==> config.mk <==
export PLATFORM = sky130hd
export DESIGN_NAME = f_fetch_unit
export DESIGN_NICKNAME = d
export VERILOG_FILES = /design/src/rtl/f_fetch_unit.sv
export SDC_FILE = /design/constraint.sdc
export NUM_CORES = 1
export LEC_CHECK = 0
export BUFFER_PORTS_ARGS = -buffer_cell sky130_fd_sc_hd__buf_4
export CORE_UTILIZATION = 45
export CTS_BUF_LIST = sky130_fd_sc_hd__clkbuf_16
export DETAILED_ROUTE_END_ITERATION = 12
export GPL_TIMING_DRIVEN = 0
export PLACE_DENSITY = 0.74
export SYNTH_ARGS = -nofsm -noshare
export SYNTH_HDL_FRONTEND = slang
export SYNTH_SLANG_ARGS = --single-unit
==> constraint.sdc <==
create_clock -name clk -period 3.7 [get_ports clk]
set_input_delay 0.185 -clock clk [delete_from_list [all_inputs] [get_ports clk]]
set_output_delay 0.185 -clock clk [all_outputs]
set_load 0.01 [all_outputs]
==> src/rtl/f_fetch_unit.sv <==
// F-stage fetch engine for the 5-stage MIPS pipeline.
// Owns the fetch PC and keeps at most one instruction-memory request in
// flight over a level req / pulse ack handshake. Holds one instruction for D,
// applies branch/jump redirects after the delay slot, drops wrong-path
// fetches and raises AdEL for misaligned or out-of-range fetch addresses.
module f_fetch_unit #(
    parameter logic [31:0] RESET_PC = 32'h0000_3000,
    parameter logic [31:0] IM_LO    = 32'h0000_3000,
    parameter logic [31:0] IM_HI    = 32'h0000_6FFF
) (
    input  logic        clk,
    input  logic        reset,
    input  logic        stall,
    input  logic        D_jump,
    input  logic [31:0] D_npc,
    output logic        imem_req,
    output logic [31:0] imem_addr,
    input  logic        imem_ack,
    input  logic [31:0] imem_rdata,
    output logic        F_valid,
    output logic [31:0] F_pc,
    output logic [31:0] F_instr,
    output logic        F_exc_adel
);

    typedef enum logic {
        S_IDLE,
        S_WAIT
    } state_t;

    // Instruction slot handed to D.
    typedef struct packed {
        logic        valid;
        logic [31:0] pc;
        logic [31:0] instr;
        logic        adel;
    } f_slot_t;

    state_t      state;
    f_slot_t     f_q;
    logic [31:0] fetch_pc;
    logic        squash;

    logic        consume;
    logic        redirect;
    logic        can_issue;
    logic [31:0] cur_addr;
    logic        redirect_hit;
    logic        kill;
    logic        fetch_pc_bad;

    function automatic logic addr_illegal(input logic [31:0] a);
        return (a[1:0] != 2'b00) || (a < IM_LO) || (a > IM_HI);
    endfunction

    // Handshake terms and redirect resolution.
    // cur_addr is the fetch that is current this cycle: the in-flight
    // request while waiting, or the one about to be issued (or turned into
    // an AdEL) while idle. A redirect whose target equals it is a not-taken
    // branch and keeps it; any other target kills it.
    always_comb begin
        consume      = f_q.valid & ~stall;
        redirect     = D_jump & ~stall;
        can_issue    = ~f_q.valid | consume;
        cur_addr     = (state == S_WAIT) ? imem_addr : fetch_pc;
        redirect_hit = (cur_addr == D_npc);
        kill         = redirect & ~redirect_hit;
        fetch_pc_bad = addr_illegal(fetch_pc);
    end

    // Fetch FSM, fetch PC, squash flag and F slot; reset aborts everything.
    always_ff @(posedge clk) begin
        if (reset) begin
            state     <= S_IDLE;
            fetch_pc  <= RESET_PC;
            squash    <= 1'b0;
            imem_req  <= 1'b0;
            imem_addr <= RESET_PC;
            f_q.valid <= 1'b0;
            f_q.pc    <= RESET_PC;
            f_q.instr <= 32'h0;
            f_q.adel  <= 1'b0;
        end else begin
            // Consume has lowest priority; a load below overrides it.
            if (consume) begin
                f_q.valid <= 1'b0;
            end

            case (state)
                S_IDLE: begin
                    if (can_issue) begin
                        if (!fetch_pc_bad) begin
                            imem_req  <= 1'b1;
                            imem_addr <= fetch_pc;
                            state     <= S_WAIT;
                            // Issued on the wrong path of a redirect taken
                            // this very cycle: let it complete, drop the data.
                            squash    <= kill;
                        end else if (!kill) begin
                            // Illegal address: no memory access, report AdEL.
                            f_q.valid <= 1'b1;
                            f_q.pc    <= fetch_pc;
                            f_q.instr <= 32'h0;
                            f_q.adel  <= 1'b1;
                        end
                        fetch_pc <= fetch_pc + 32'd4;
                    end
                end
                S_WAIT: begin
                    if (imem_ack) begin
                        imem_req <= 1'b0;
                        state    <= S_IDLE;
                        squash   <= 1'b0;
                        if (!squash && !kill) begin
                            f_q.valid <= 1'b1;
                            f_q.pc    <= imem_addr;
                            f_q.instr <= imem_rdata;
                            f_q.adel  <= 1'b0;
                        end
                    end else if (kill) begin
                        squash <= 1'b1;
                    end
                end
                default: state <= S_IDLE;
            endcase

            // Redirect wins over the sequential update. On a not-taken
            // branch the current fetch already covers D_npc, so continue
            // right after it.
            if (redirect) begin
                fetch_pc <= redirect_hit ? (D_npc + 32'd4) : D_npc;
            end
        end
    end

    assign F_valid    = f_q.valid;
    assign F_pc       = f_q.pc;
    assign F_instr    = f_q.instr;
    assign F_exc_adel = f_q.adel;

endmodule
==> results of run 1 <==
sequential cells by signal, indices dropped and copies added, names as in the netlist:
register    flops
F_instr        32
F_pc           32
fetch_pc       32
imem_addr      32
F_exc_adel      1
F_valid         1
imem_req        1
squash          1
state           1
power by group through the flow:
stage	Combinational, mW	Clock, mW	Sequential [mW]
6_report	0.567	1.63	1.53
5_1_grt	0.604	1.72	1.54
4_1_cts	0.552	1.64	1.53
3_5_place_dp	0.527	0	1.56
3_3_place_gp	0.527	0	1.56
2_1_floorplan	0.294	0	1.56
cells in the final DEF, fill, tap and decap left out, types with 3 or more instances in the layout:
cell type and count:
sky130_fd_sc_hd__or2_2 4, sky130_fd_sc_hd__a22o_1 5, sky130_fd_sc_hd__inv_1 6, sky130_fd_sc_hd__and4_1 6, sky130_fd_sc_hd__clkbuf_16 17, sky130_fd_sc_hd__clkinv_1 3, sky130_fd_sc_hd__o2bb2ai_1 31, sky130_fd_sc_hd__nor4_2 4
sky130_fd_sc_hd__nor2_1 39, sky130_fd_sc_hd__xnor2_1 59, sky130_fd_sc_hd__nand2_1 44, sky130_fd_sc_hd__clkinv_2 4, sky130_fd_sc_hd__dfxtp_1 133, sky130_fd_sc_hd__xor2_1 19, sky130_fd_sc_hd__dlygate4sd3_1 28, sky130_fd_sc_hd__a211oi_1 9
sky130_fd_sc_hd__o21ai_0 14, sky130_fd_sc_hd__and3_1 13, sky130_fd_sc_hd__clkbuf_1 53, sky130_fd_sc_hd__buf_4 167, sky130_fd_sc_hd__nor4_1 24, sky130_fd_sc_hd__or3_1 7, sky130_fd_sc_hd__a22oi_1 31, sky130_fd_sc_hd__nor3_1 20
sky130_fd_sc_hd__clkinvlp_4 4, sky130_fd_sc_hd__nand4_1 16, sky130_fd_sc_hd__buf_6 3, sky130_fd_sc_hd__nand3_1 16, sky130_fd_sc_hd__and2_1 25, sky130_fd_sc_hd__mux2i_1 46, sky130_fd_sc_hd__a21oi_1 19, sky130_fd_sc_hd__a32o_1 33
synthesized netlist by cell type (6+ instances only):
cell type	count
sky130_fd_sc_hd__xor2_1	19
sky130_fd_sc_hd__dfxtp_1	133
sky130_fd_sc_hd__a21oi_1	20
sky130_fd_sc_hd__and3_1	13
sky130_fd_sc_hd__nor2_1	39
sky130_fd_sc_hd__and2_1	25
sky130_fd_sc_hd__or3_1	7
sky130_fd_sc_hd__a32o_1	33
sky130_fd_sc_hd__o2bb2ai_1	31
sky130_fd_sc_hd__clkbuf_1	53
sky130_fd_sc_hd__nand2_1	44
sky130_fd_sc_hd__nand4_1	16
sky130_fd_sc_hd__nor4_1	24
sky130_fd_sc_hd__mux2i_1	46
sky130_fd_sc_hd__nor3_1	20
sky130_fd_sc_hd__a211oi_1	9
sky130_fd_sc_hd__a22oi_1	31
sky130_fd_sc_hd__nand3_1	16
sky130_fd_sc_hd__xnor2_1	59
sky130_fd_sc_hd__o21ai_0	14
sky130_fd_sc_hd__and4_1	6
per-layer routing:
layer | share of wire, % | vias to the layer above
met2 | 46 | 368
met5 | 0 | -
li1 | - | 3109
met3 | 8.5 | 58
met1 | 43 | 3106
met4 | 3.4 | 0
worst register-to-register path: stages, from the launching register on:
cell and delay [ns]:
sky130_fd_sc_hd__dfxtp_1 0.30, sky130_fd_sc_hd__buf_2 0.15, sky130_fd_sc_hd__buf_6 0.21, sky130_fd_sc_hd__mux2i_1 0.30
sky130_fd_sc_hd__xnor2_1 0.14, sky130_fd_sc_hd__nor4_1 0.54, sky130_fd_sc_hd__nand4_1 0.16, sky130_fd_sc_hd__buf_4 0.20
sky130_fd_sc_hd__or2_1 0.23, sky130_fd_sc_hd__a21oi_1 0.45, sky130_fd_sc_hd__clkbuf_1 0.44, sky130_fd_sc_hd__a32o_1 0.26
cell families after synthesis:
kind of cell | count (synthesis) | synth area share (%)
buffers and inverters | 65 | 4.06
flip-flops | 133 | 40.2
adder cells (fa/ha/maj) | 2 | 0.377
AND/OR/NAND/NOR | 230 | 18.8
AO/OA/AOI/OAI | 162 | 19.3
XOR/XNOR | 78 | 10.3
multiplexers | 46 | 6.95
stage by stage:
| step | hold WS, ns | utilization, % | setup WS [ns] | cell area [µm²] |
|---|---|---|---|---|
| after floorplan | 0.289 | - | 1.12 | 6630 |
| after global placement | 0.400 | 57.2 | 0.0447 | 8090 |
| after detailed placement | 0.397 | 57.2 | 0.0698 | 8090 |
| after CTS | 0.0000522 | 62.9 | 0.0308 | 8910 |
| after global routing | 0.00563 | 63.3 | 0.144 | 8960 |
| final | 0.0101 | 63.3 | 0.251 | 8960 |
cell type report:
class | instances | share of cell area [%]
well taps | 180 | 2.51
inverters | 6 | 0.251
multi-input cells | 518 | 41.4
flip-flops and latches | 133 | 29.7
clock buffers | 17 | 4.75
clock inverters | 15 | 1.55
plain buffers | 59 | 2.75
repair buffers | 195 | 17.1
path summary, 6_finish.rpt:
path / to / slack [ns] / depth (start not counted) / startpoint
worst min-delay path: F_instr[17] / 0.01 / 2 / imem_rdata[17]
worst max-delay path: F_instr[16] / 0.25 / 11 / state
worst min register to register: F_pc[14] / 0.46 / 1 / F_pc[14]
worst max register to register: F_instr[16] / 0.25 / 11 / state
repair_timing:
action | in CTS | in global routing
resized for setup | 0 | 2
endpoints found under the setup margin | 0 | 60
hold buffers | 25 | 3
hold endpoints to repair | 25 | 3
setup buffers | 0 | 2
==> impl_metrics.env, run 1 <==
export IMPL_power_switching_share_pct=27.4
export IMPL_clock_sink_count=133
export IMPL_ys_top_cells_by_area="sky130_fd_sc_hd__dfxtp_1 (40%), sky130_fd_sc_hd__xnor2_1 (7.8%), sky130_fd_sc_hd__mux2i_1 (6.9%)"
export IMPL_grt_busiest_layer="met2"
export IMPL_seq_power_share_pct=41.1
export IMPL_timing_critical_path_cells="buf_2 > buf_6 > mux2i_1 > xnor2_1 > nor4_1 > nand4_1 > buf_4 > or2_1 > a21oi_1 > clkbuf_1 > a32o_1"
export IMPL_die_h_um=123
export IMPL_numPortBuffers=165
export IMPL_timing_critical_path_required_ns=4.06
export IMPL_min_path_type="input pin to register"
export IMPL_post_synthesis_net_count=787
export IMPL_synth_seq_area_share_pct=40.2
export IMPL_clkTransAtPathRegs_ns=0.06
export IMPL_cts_inserted_buffers=17
export IMPL_report_final_setup_viol=0
export IMPL_floorplan_rows=43
export IMPL_multi_input_comb_area_um2=3710
export IMPL_yosys_area_top_type="sky130_fd_sc_hd__dfxtp_1"
export IMPL_slew_limit_headroom_pct=34.1
export IMPL_clock_insertion_delay_at_the_later_pin_of_the_skew_report_ns=0.42
export IMPL_globalRouteTotalUtil_pct=30.1
export IMPL_boundaryPins=168
export IMPL_netlist_cell_type_count=55
export IMPL_drv_cap=0
export IMPL_first_pass_grt_wire_length_mm=34.1
export IMPL_leakage_nw=3.36
export IMPL_die_width_um=123
export IMPL_clock_skew_ns=0.00707
export IMPL_tns_ns=0
export IMPL_power_ir_vdd_worst_mv=0.316
export IMPL_cts_buffer_depth=2
export IMPL_number_of_flops_mapped_to_enable_cells_by_yosys=0
export IMPL_timing_worst_slew_pin_value_ns=0.979
export IMPL_detailed_place_hpwl_mm=16.4
export IMPL_dominantRegCellSynth="sky130_fd_sc_hd__dfxtp_1"
export IMPL_fraction_of_final_layout_cells_with_drive_strength_greater_than_1_pct=22.8
export IMPL_gr_usage_met3_pct=7.56
export IMPL_highest_clock_rate_mhz=290
export IMPL_rsz_0062_raised_after_global_routing="false"
export IMPL_min_period_ns=3.45
export IMPL_layout_nets=1001
export IMPL_global_routing_usage_on_met2_pct=45.8
export IMPL_area_sequential_um2=2660
export IMPL_place_congestion=0.996
export IMPL_count_of_yosys_warnings_during_synthesis=0
export IMPL_fillCellCount=1219
export IMPL_synthDominantCellAreaShare_pct=40.2
export IMPL_area_delta_synth_final_pct=35.2
export IMPL_post_synth_inst_count=716
export IMPL_power_density_nw_per_um2=417
export IMPL_first_global_vias=6083
export IMPL_grt_overflow=0
export IMPL_initial_utilization_pct=46.8
export IMPL_number_of_drc_violations_after_detailed_routing_iteration_0=731
export IMPL_initial_antenna_violation_count=0
export IMPL_routed_wirelength_mm=22.9
export IMPL_comb_power_share_pct=15.2
export IMPL_maxSlewViolCount=0
export IMPL_synth_seq_cells=133
export IMPL_timing_critical_path_slowest_stage_cell="sky130_fd_sc_hd__nor4_1"
export IMPL_finalHoldViolations=0
export IMPL_timing_critical_path_from_type="register"
export IMPL_core_area_um2=14100
export IMPL_stdcell_count=1123
export IMPL_detail_route_first_pass_iterations=6
export IMPL_antenna_diode_count=0
export IMPL_drc_errors=0
export IMPL_largest_stage_delay_on_the_critical_path_ns=0.54
export IMPL_vias_after_detailed_routing=6641
export IMPL_power_report_internal_total_mw=2.71
export IMPL_net_switching_mw=1.02
export IMPL_kind_of_cell_adding_the_most_delay_to_the_critical_path="buffers and inverters"
export IMPL_h_tree_depth=4
export IMPL_synth_async_sr_flop_share_pct=0
export IMPL_run_status="complete, no violations"
export IMPL_total_power_mw=3.73
export IMPL_tritoncts="built"
export IMPL_min_period_over_period_pct=93.2
export IMPL_endpoint_kind="register"
export IMPL_timing_critical_path_buf_inv=4
export IMPL_clkPwrFrac_pct=43.7
export IMPL_die_outline_area_um2=15200
export IMPL_place_detailed_instances=1061
export IMPL_grt_util_met1_pct=40.2
export IMPL_root_buffer="sky130_fd_sc_hd__clkbuf_16"
export IMPL_routedWlPerCell_um=20.3
export IMPL_worstPathArrival_ns=3.81
export IMPL_vias_per_cell=5.91
export IMPL_synth_cell_area_um2=6630
export IMPL_path_class="register to register"
export IMPL_synthesis_area_per_instance_um2=9.26
export IMPL_maximum_number_of_pins_on_one_net_before_global_route_repair=17
export IMPL_crit_fanout=10
export IMPL_route_antenna_remaining_nets=0
Power figures use the tool's default switching activity.
==> inputs of run 2 (changes only) <==
Settings changed: GPL_TIMING_DRIVEN 0 to 1, PLACE_DENSITY 0.74 to 0.77.
Clock period 3.7 ns to 2.92 ns, I/O delays scaled along.
==> run 2 against run 1 <==
  * Hold slack better by 0.034 ns
  * Core utilization up 2.0 points
  * Final cell count down 1.8%
  * Register-to-register slack worse by 0.097 ns
  * Flip-flop and latch count unchanged
  * Setup slack worse by 0.097 ns
  * Die area unchanged
  * Critical path depth down 4
  * Clock power up 48%
  * Routed wire length down 5.1%
  * Combinational power up 29%
  * Sequential share of layout area down 0.86 points
  * Critical endpoint is now F_pc[18]
  * Largest power group unchanged
==> impl_metrics.env, run 2 (synthesis gave the netlist of run 1 again) <==
export IMPL_first_pass_grt_wire_length_mm=33.4
export IMPL_most_common_library_cell_in_the_layout_ignoring_fill_and_taps="sky130_fd_sc_hd__buf_4"
export IMPL_crit_path_start="fetch_pc[0]"
export IMPL_detailedPlace_worstSlack_ns=0.177
export IMPL_root_buffer="sky130_fd_sc_hd__clkbuf_16"
export IMPL_worstPathArrival_ns=3.11
export IMPL_first_global_vias=6112
export IMPL_power_switching_share_pct=25.0
export IMPL_seq_power_share_pct=38.4
export IMPL_cts_inserted_buffers=17
export IMPL_die_outline_area_um2=15200
export IMPL_path_class="register to register"
export IMPL_ff2ff_path_depth=7
export IMPL_crit_reg2reg_launch="fetch_pc[0]"
export IMPL_timing_critical_path_to="F_pc[18]"
export IMPL_maximum_number_of_pins_on_one_net_before_global_route_repair=67
export IMPL_slew_limit_headroom_pct=23.0
export IMPL_highest_clock_rate_mhz=362
export IMPL_timing_critical_path_cells="nor4_1 > o211a_1 > a21oi_2 > or2_2 > a21oi_4 > buf_12 > o2bb2ai_1"
export IMPL_clock_insertion_delay_at_the_later_pin_of_the_skew_report_ns=0.43
export IMPL_route_antenna_remaining_nets=0
export IMPL_drv_cap=0
export IMPL_min_period_over_period_pct=94.7
export IMPL_vias_after_detailed_routing=6558
export IMPL_detailed_place_hpwl_mm=14.9
export IMPL_clkTransAtPathRegs_ns=0.06
export IMPL_drc_errors=0
export IMPL_regToRegEndpoint="F_pc[18]"
export IMPL_globalRouteTotalUtil_pct=29.0
export IMPL_comb_power_share_pct=14.4
export IMPL_number_of_drc_violations_after_detailed_routing_iteration_0=611
export IMPL_timing_critical_path_required_ns=3.27
export IMPL_placed_cell_area_um2=8160
export IMPL_utilization_pct=65.3
export IMPL_power_density_nw_per_um2=551
export IMPL_post_cts_repair_setup_buffers=0
export IMPL_core_area_um2=14100
export IMPL_crit_fanout=45
export IMPL_cts_buffer_depth=2
export IMPL_setup_reg_to_reg_worst_slack_ns=0.15
export IMPL_power_ir_vdd_worst_mv=0.629
export IMPL_clock_sink_count=133
export IMPL_grt_overflow=0
export IMPL_run_status="complete, no violations"
export IMPL_vias_per_cell=5.95
export IMPL_initial_antenna_violation_count=0
export IMPL_die_width_um=123
export IMPL_h_tree_depth=4
export IMPL_mostFrequentLayoutCells="sky130_fd_sc_hd__buf_4 (193), sky130_fd_sc_hd__dfxtp_1 (132), sky130_fd_sc_hd__xnor2_1 (59)"
export IMPL_timing_critical_path_slowest_stage_cell="sky130_fd_sc_hd__nor4_1"
export IMPL_largest_stage_delay_on_the_critical_path_ns=0.62
export IMPL_min_path_type="input pin to register"
export IMPL_timing_critical_path_from_type="register"
export IMPL_initial_utilization_pct=46.8
export IMPL_endpoint_kind="register"
export IMPL_routedWlPerCell_um=19.7
export IMPL_routed_wirelength_mm=21.7
export IMPL_maxSlewViolCount=0
export IMPL_place_congestion=0.992
export IMPL_fillCellCount=1104
export IMPL_power_report_internal_total_mw=3.82
export IMPL_numPortBuffers=167
export IMPL_clkPwrFrac_pct=47.2
export IMPL_clock_skew_ns=0.00888
export IMPL_timing_worst_slew_pin_value_ns=1.15
export IMPL_finalHoldViolations=0
export IMPL_detail_route_first_pass_iterations=5
export IMPL_die_h_um=123
export IMPL_tritoncts="built"
export IMPL_leakage_nw=3.53
export IMPL_boundaryPins=168
export IMPL_total_power_mw=5.09
export IMPL_layout_nets=981
export IMPL_final_cell_area_um2=9250
export IMPL_layout_setup_ws_ns=0.154
export IMPL_fraction_of_final_layout_cells_with_drive_strength_greater_than_1_pct=27.6
export IMPL_area_delta_synth_final_pct=39.5
export IMPL_antenna_diode_count=0
export IMPL_floorplan_rows=43
export IMPL_report_final_setup_viol=0
export IMPL_net_switching_mw=1.28
export IMPL_min_period_ns=2.77
-- run 2: final cells by class --
type / instances / area, µm² / share of cell area [%]
timing repair buffer: 234 / 1910 / 20.6
inverter: 6 / 22.5 / 0.244
multi-input combinational: 518 / 3760 / 40.7
sequential: 133 / 2670 / 28.8
clock inverter: 15 / 238 / 2.57
tap: 180 / 225 / 2.44
clock buffer: 17 / 425 / 4.60
-- run 2: stage by stage --
step,hold slack (ns),setup TNS (ns),std cells
after floorplan,0.250,0,716
after global placement,0.379,0,1035
after detailed placement,0.365,0,1035
after CTS,0.0325,0,1102
after global routing,0.0530,-0.00887,1103
final,0.0438,0,1103
-- run 2: how the worst min path moves through the flow --
stage,from,to,slack [ns],cells after the start
2_1_floorplan,imem_ack,state,0.25,1
3_3_place_gp,imem_ack,state,0.38,2
3_5_place_dp,imem_ack,state,0.36,2
4_1_cts,D_npc[31],fetch_pc[31],0.03,3
5_1_grt,D_npc[31],fetch_pc[31],0.05,3
6_report,D_npc[31],fetch_pc[31],0.04,3
-- run 2: what timing repair did --
action,in CTS,in global routing
resized for setup,0,11
setup endpoints to repair,0,36
hold buffers,35,0
hold endpoints to repair,35,0
-- run 2: per-layer routing --
layer,vias to the layer above,GRT usage [%],part of all wire (%),wire length (µm)
met1,3135,38.5,42,9210
met5,-,0,0,0
li1,3065,-,-,-
met2,317,45.9,47,10300
met4,0,10.6,2.0,434
met3,41,6.27,8.0,1740
-- run 2: power by group through the flow --
stage,registers (mW),clock network (mW),logic [mW]
after floorplan,1.98,0,0.373
after global placement,1.99,0,0.661
after detailed placement,1.99,0,0.667
after CTS,1.95,2.43,0.711
after global routing,1.96,2.53,0.781
final,1.96,2.41,0.731
-- run 2: worst max-delay path, delay by kind of cell (launching register included) --
| kind | cells | cell delay, ns |
|---|---|---|
| flops | 1 | 0.33 |
| simple gates | 2 | 0.96 |
| compound gates | 4 | 1.06 |
| buf+inv | 1 | 0.30 |
